[src/rtl/boot_loader.sv]
// Program loader: pre-fills instruction memory with a NOP pattern, streams program bytes
// from a valid/ready source into consecutive addresses, then releases the core from reset.
module boot_loader #(
   parameter int                   DATA_BITS = 8,
   parameter int                   ADDR_BITS = 8,
   parameter logic [3:0]           NOP_OP    = 4'h0,
   parameter logic [DATA_BITS-1:0] FILL_EVEN = DATA_BITS'({NOP_OP, 4'b0000}),
   parameter logic [DATA_BITS-1:0] FILL_ODD  = '0
) (
   input  logic                 clk,
   input  logic                 reset,
   input  logic                 start,
   input  logic                 in_valid,
   input  logic [DATA_BITS-1:0] in_data,
   input  logic                 in_last,
   output logic                 in_ready,
   output logic                 mem_we,
   output logic [ADDR_BITS-1:0] mem_addr,
   output logic [DATA_BITS-1:0] mem_wdata,
   output logic                 core_reset,
   output logic                 done,
   output logic                 overflow,
   output logic [ADDR_BITS:0]   bytes_loaded
);

   typedef enum logic [2:0] {S_IDLE, S_FILL, S_LOAD, S_RELEASE, S_DONE} state_t;

   localparam logic [ADDR_BITS:0] DEPTH = {1'b1, {ADDR_BITS{1'b0}}};

   state_t                 r_state,        w_state_nxt;
   logic                   r_mem_we,       w_mem_we_nxt;
   logic [ADDR_BITS-1:0]   r_mem_addr,     w_mem_addr_nxt;
   logic [DATA_BITS-1:0]   r_mem_wdata,    w_mem_wdata_nxt;
   logic                   r_core_reset,   w_core_reset_nxt;
   logic                   r_done,         w_done_nxt;
   logic                   r_overflow,     w_overflow_nxt;
   logic [ADDR_BITS:0]     r_bytes_loaded, w_bytes_loaded_nxt;
   logic [ADDR_BITS-1:0]   w_addr_inc;
   logic [ADDR_BITS:0]     w_bytes_inc;

   assign w_addr_inc  = r_mem_addr + ADDR_BITS'(1);
   // bytes_loaded must saturate at DEPTH rather than wrap
   assign w_bytes_inc = (r_bytes_loaded == DEPTH) ? r_bytes_loaded
                                                  : r_bytes_loaded + (ADDR_BITS+1)'(1);

   always_comb begin
      // NOTE: every signal written here gets a default first, so no path can infer a latch.
      w_state_nxt        = r_state;
      w_mem_we_nxt       = 1'b0;
      w_mem_addr_nxt     = r_mem_addr;
      w_mem_wdata_nxt    = r_mem_wdata;
      w_core_reset_nxt   = r_core_reset;
      w_done_nxt         = r_done;
      w_overflow_nxt     = r_overflow;
      w_bytes_loaded_nxt = r_bytes_loaded;

      case (r_state)
         S_IDLE, S_DONE: begin
            if (start) begin
               w_state_nxt      = S_FILL;
               w_mem_we_nxt     = 1'b1;
               w_mem_addr_nxt   = '0;
               w_mem_wdata_nxt  = FILL_EVEN;
               w_core_reset_nxt = 1'b1;
               w_done_nxt       = 1'b0;
               w_overflow_nxt   = 1'b0;
            end
         end
         S_FILL: begin
            // mem_addr doubles as the fill counter: it holds the write currently on the port
            if (r_mem_addr == '1) begin
               w_state_nxt        = S_LOAD;
               w_mem_addr_nxt     = '0;
               w_bytes_loaded_nxt = '0;
            end else begin
               w_mem_we_nxt    = 1'b1;
               w_mem_addr_nxt  = w_addr_inc;
               w_mem_wdata_nxt = w_addr_inc[0] ? FILL_ODD : FILL_EVEN;
            end
         end
         S_LOAD: begin
            if (in_valid) begin
               w_mem_we_nxt       = 1'b1;
               w_mem_addr_nxt     = r_bytes_loaded[ADDR_BITS-1:0];
               w_mem_wdata_nxt    = in_data;
               w_bytes_loaded_nxt = w_bytes_inc;
               if (in_last) begin
                  w_state_nxt = S_RELEASE;
               end else if (r_bytes_loaded[ADDR_BITS-1:0] == '1) begin
                  w_state_nxt    = S_RELEASE;
                  w_overflow_nxt = 1'b1;
               end
            end
         end
         S_RELEASE: begin
            w_state_nxt      = S_DONE;
            w_core_reset_nxt = 1'b0;
            w_done_nxt       = 1'b1;
         end
         default: w_state_nxt = S_IDLE;
      endcase
   end

   // NOTE: sequential state uses non-blocking assignments so all registers update together.
   always_ff @(posedge clk or negedge reset) begin
      if (!reset) begin
         r_state        <= S_IDLE;
         r_mem_we       <= 1'b0;
         r_mem_addr     <= '0;
         r_mem_wdata    <= '0;
         r_core_reset   <= 1'b1;
         r_done         <= 1'b0;
         r_overflow     <= 1'b0;
         r_bytes_loaded <= '0;
      end else begin
         r_state        <= w_state_nxt;
         r_mem_we       <= w_mem_we_nxt;
         r_mem_addr     <= w_mem_addr_nxt;
         r_mem_wdata    <= w_mem_wdata_nxt;
         r_core_reset   <= w_core_reset_nxt;
         r_done         <= w_done_nxt;
         r_overflow     <= w_overflow_nxt;
         r_bytes_loaded <= w_bytes_loaded_nxt;
      end
   end

   assign in_ready     = (r_state == S_LOAD);
   assign mem_we       = r_mem_we;
   assign mem_addr     = r_mem_addr;
   assign mem_wdata    = r_mem_wdata;
   assign core_reset   = r_core_reset;
   assign done         = r_done;
   assign overflow     = r_overflow;
   assign bytes_loaded = r_bytes_loaded;

endmodule

[config.mk]
export PLATFORM = sky130hd
export DESIGN_NAME = boot_loader
export DESIGN_NICKNAME = d
export VERILOG_FILES = /design/src/rtl/boot_loader.sv
export SDC_FILE = /design/constraint.sdc
export NUM_CORES = 1
export LEC_CHECK = 0
export CAP_MARGIN = 20
export CORE_ASPECT_RATIO = 0.75
export CORE_MARGIN = 2
export CORE_UTILIZATION = 43
export CTS_CLUSTER_DIAMETER = 50
export DETAILED_ROUTE_END_ITERATION = 12
export PLACE_DENSITY = 0.77
export SYNTH_ARGS = -nofsm -noshare
export SYNTH_HDL_FRONTEND = slang
export SYNTH_SLANG_ARGS = --single-unit
[constraint.sdc]
create_clock -name clk -period 1.6 [get_ports clk]
set_input_delay 0.24 -clock clk [delete_from_list [all_inputs] [get_ports clk]]
set_output_delay 0.24 -clock clk [all_outputs]
set_load 0.02 [all_outputs]
* After elaboration in Yosys (flattened, before gate mapping)
Index checks and enable logic that the tools add are counted.
Word-level totals: bits in registers 32, output and inout port bits 30, logic and storage cells 66
Cells by class: add/subtract/negate cells 2, eq/ne operators 15, mux-type cells 29, reductions and logical operators 12
Operator list (number):
- case mux 8 bit (3 select lines) | 2
- 2-to-1 mux 8 bit | 5
- 2-to-1 mux 9 bit | 3
- case mux 9 bit (2 select lines) | 1
- equality test 8 bit (second input constant) | 2
- 2-to-1 mux 3 bit | 5
- inequality test 2 bit (second input constant) | 6
- case mux 3 bit (4 select lines) | 1
- AND reduction 4 bit | 3
- adder 9 x 1 -> 9 bit (second input constant) | 1
- equality test 9 bit (second input constant) | 1
- adder 8 x 1 -> 8 bit (second input constant) | 1
- 2-to-1 mux 1 bit | 8
- equality test 3 x 2 -> 1 bit (second input constant) | 2
- case mux 1 bit (2 select lines) | 3
- nonzero test 2 bit | 3
- AND reduction 5 bit | 1
- equality test 3 x 1 -> 1 bit (second input constant) | 1
- equality test 3 bit (second input constant) | 1
- logical NOT 3 bit | 1
- inequality test 3 x 2 -> 1 bit (second input constant) | 1
- case mux 1 bit (3 select lines) | 1
- AND reduction 3 bit | 1
- nonzero test 3 bit | 1
- other kinds (3) | 3

* Longest topological paths before layout
depth after elaboration 5, mapped depth 6

* Least setup slack after synthesis
No wires, ideal clock.
path kind flip-flop to flip-flop, start point register r_mem_addr[0] (netlist: mem_addr[0]), end point register r_bytes_loaded[3] (netlist: bytes_loaded[3]), setup time 69 ps, arrival 1673 ps, setup slack -142 ps, cell stages (with the launch flop) 7, buffers on the path 1, cell sequence dfrtp_1 ha_1 and4_1 buf_2 nand3b_4 a2111o_1 nand3_1
Between the ends: cells in the longest elaborated chain, start to end 3
Ends and longest elaborated chain:
- start: declaration | RTL line 32 | logic [ADDR_BITS-1:0] r_mem_addr, w_mem_addr_nxt;
- start signal: assignment | RTL line 118 | r_mem_addr <= w_mem_addr_nxt;
- equality test 8 bit | RTL line 71 | if (r_mem_addr == '1) begin
- inequality test 2 bit (no source line)
- AND reduction 4 bit (no source line)
- end signal: assignment | RTL line 123 | r_bytes_loaded <= w_bytes_loaded_nxt;
- end: declaration | RTL line 37 | logic [ADDR_BITS:0] r_bytes_loaded, w_bytes_loaded_nxt;
Every way passes these cells. A chain may end at the register's enable or synchronous reset.

* Worst setup path in the final report
start point register r_state[0], end point register r_bytes_loaded[3] (netlist: bytes_loaded[3])
Between the ends: cells in the longest elaborated chain, start to end 3, elaborated cells between the ends (all ways) 8, classes of those cells eq/ne: 5; mux: 1; reduce/logical: 2
Ends and longest elaborated chain:
- start: declaration | RTL line 30 | state_t r_state, w_state_nxt;
- start signal: assignment | RTL line 116 | r_state <= w_state_nxt;
- equality test 3 x 1 -> 1 bit / equality test 3 x 2 -> 1 bit (equally long branches) | RTL line 57 | case (r_state)
- inequality test 2 bit (no source line) / nonzero test 2 bit (equally long branches)
- AND reduction 4 bit (no source line)
Several ways; a longest one is shown, not always the timed one.

==> metrics.txt <==
status finished with violations; failing checks negative setup slack; number of synthesized flops with an enable pin 0; area share of the leading cell type in the synthesized netlist 0.434; area leader, netlist dfrtp_1; Final Hold Fails 0; Syn Inst Count 192; worst slew pin tran 421 ps; Switching Share 0.425; routed len/inst 14.9 um; number of diodes 0; clock power share 0.126; Synth area leaders dfrtp_1 43%, mux2i_1 5.6%, nand2_1 4.6%; Place WS -125 ps; Hold Crit Class in -> async; die height 59.9 um; setup ws final -39.1 ps; Core ar. 4030 um2; highest clock rate 610 MHz; design area 2690 um2; Layout area overhead 50.3%; GRT Total Usage 0.217; slowest CP cell or3b_4; Layout Skew 11.1 ps; share of flip-flops with an asynchronous set or reset 1.00; vias in the first global route 1603; YS warnings 0; post-placement cell area 2520 um2; num rows 20; Worst EP required 1820 ps; Setup CP Type reg -> reg; CTS tree yes; leakage power total 1.35 nW; DIE WIDTH 78.5 um; Final ANT Viol Nets 0; overall power 5.06 mW; P_int 2.91 mW; CTS Root Cell clkbuf_8; CTS sink count 32; register area share after synthesis 0.448; Worst slew margin 0.719; syn_nets 208; share of layout cells above drive strength 1 0.250; Port Buffers 42; Starting DRT DRC Count 84; Reg power frac 0.274; pin count of the biggest net entering global routing 33; initial antenna violation count 0; CP max stage delay 410 ps; Final Net Count 287; fin util 0.668; Tmin final 1640 ps; final setup violation count 4; CP startpoint kind flop; Post-Syn Area 1790 um2; Longest Clk Path Bufs 2; first-pass GRT wire length 7.83 mm; Synth Flop Type dfrtp_1; DRT Pass-1 Iters 4; WL final 4.88 mm; number of buffers created by CTS 5; Reg clk slew, reported paths 70 ps; worst skew pair latency 280 ps; RSZ-0062 raised after global routing true; Final Wtd Congestion 0.879; Net Switching 2.15 mW; max_cap viols 0; Max FO, Critical Path 8; die area 4700 um2; Logic pwr share 0.600; Worst IR Drop VDD 0.835 mV; Yosys cell types 51; gr ovfl total 0; H-tree lvl count 2; critical path arrival 1860 ps; critical path endpoint category flop; number of I/O pins 43; Via Count 1730; pwr dens 1880 nW/um2; fin. max-slew vios 0; via/cell ratio 5.29; Final HPWL DP 3.53 mm; Initial Util 0.444; Synth Register Bits 32; crit share post-route 1.02; DRC Markers 0; Syn Area/Cell 9.32 um2; CP cell instances buf_6, or3b_4, nand3b_4, a2111o_1, nand3_1
[worst max-delay path: cells and delay by family, from the launching register on]
| kind | cells | cell delay, ps |
|---|---|---|
| flip-flops | 1 | 370 |
| AND/OR/NAND/NOR | 3 | 710 |
| AO/OA/AOI/OAI | 1 | 390 |
| buffers and inverters | 1 | 120 |
[cell usage after synthesis (all sizes together) (3+ instances only)]
cell	n
and3	3
a22o	3
a21oi	10
nand3	12
o2bb2ai	3
mux2i	10
nand3b	3
inv	19
and2	4
dfrtp	31
buf	5
ha	3
nand2b	3
o21ai	8
o22ai	4
a22oi	3
nor2	11
nand2	22
[routing by layer]
metal / GRT usage / vias to the layer above / wire length, um / share of wire
met4: 0.0301 / 0 / 12 / 0.0025
met1: 0.316 / 816 / 2330 / 0.48
li1: - / 847 / - / -
met2: 0.340 / 65 / 2120 / 0.43
met3: 0.0514 / 2 / 417 / 0.085
met5: 0 / - / 0 / 0
[cells by family (layout without fill, tap and decap cells)]
group	after synthesis	after routing	share of synthesized area
buffers and inverters	26	106	0.0615
multiplexers	10	10	0.0559
flip-flops	32	32	0.448
adder cells (fa/ha/maj)	3	3	0.0210
XOR/XNOR	1	1	0.00490
AND/OR/NAND/NOR	73	73	0.222
AO/OA/AOI/OAI	47	47	0.186
[cell type report]
type / instances / area, um2
Fill cell: 346 / 1340
Sequential cell: 32 / 806
Timing Repair Buffer: 79 / 708
Clock inverter: 2 / 10.0
Multi-Input combinational cell: 134 / 943
Inverter: 19 / 71.3
Clock buffer: 6 / 82.6
Tap cell: 55 / 68.8
[repair_timing]
action	4_1_cts	5_1_grt
hold buffers	0	0
setup endpoints to repair	21	35
pin swaps	1	1
resized for setup	19	17
setup buffers	1	1
[final timing paths]
| kind | start | to | slack, ps | cells after the start |
|---|---|---|---|---|
| max in group asynchronous | reset | core_reset | 890 | 2 |
| max | r_state[0] | bytes_loaded[3] | -40 | 5 |
| max reg2reg | r_state[0] | bytes_loaded[3] | -40 | 5 |
| min in group clk | core_reset | core_reset | 490 | 2 |
| min | reset | mem_addr[5] | 360 | 2 |
| min reg2reg | core_reset | core_reset | 490 | 2 |
[through the flow]
stage	setup TNS, ps	cells	hold WS, ps
floorplan	0	192	-55.6
global placement	-721	317	486
detailed placement	-946	317	486
CTS	-18.7	326	375
global route	-1160	327	404
finish	-84.9	327	355
[sequential cells by signal (all words and copies together), names as in the netlist]
name and flops:
bytes_loaded 9, mem_addr 8, mem_wdata 8, r_state 3, core_reset 1, done 1
mem_we 1, overflow 1
[placed cells by master (no fill, tap or decap), types with 2 or more instances in the layout]
cell	Yosys	routed
ha_1	3	2
o22ai_1	4	4
o2bb2ai_1	3	3
nand2_1	22	21
or3b_4	0	2
nand3b_1	2	2
a22oi_1	3	2
dfrtp_1	31	28
dlymetal6s2s_1	0	7
inv_1	17	17
buf_4	0	36
nor2b_1	2	2
o21ai_0	3	3
inv_2	2	2
nand2b_1	3	3
nand3_1	12	12
a22o_1	3	3
mux2i_1	10	10
o221ai_1	2	2
buf_6	1	2
and2_1	4	4
and3_1	3	3
o21ai_1	5	5
a21oi_1	9	8
a21oi_2	1	2
clkdlybuf4s50_1	0	24
dfrtp_2	0	3
clkinv_2	0	2
dlygate4sd2_1	0	10
nor2_1	10	10
clkbuf_8	0	6
[power by group through the flow]
stage                     clock network, mW  logic (mW)  registers, mW
after global placement                    0        2.91           1.38
after floorplan                           0        1.22           1.76
final                                 0.636        3.04           1.39
after CTS                             0.652        2.94           1.39
after global routing                  0.691        3.28           1.43
after detailed placement                  0        2.96           1.40
Power figures use the tool's default switching activity.
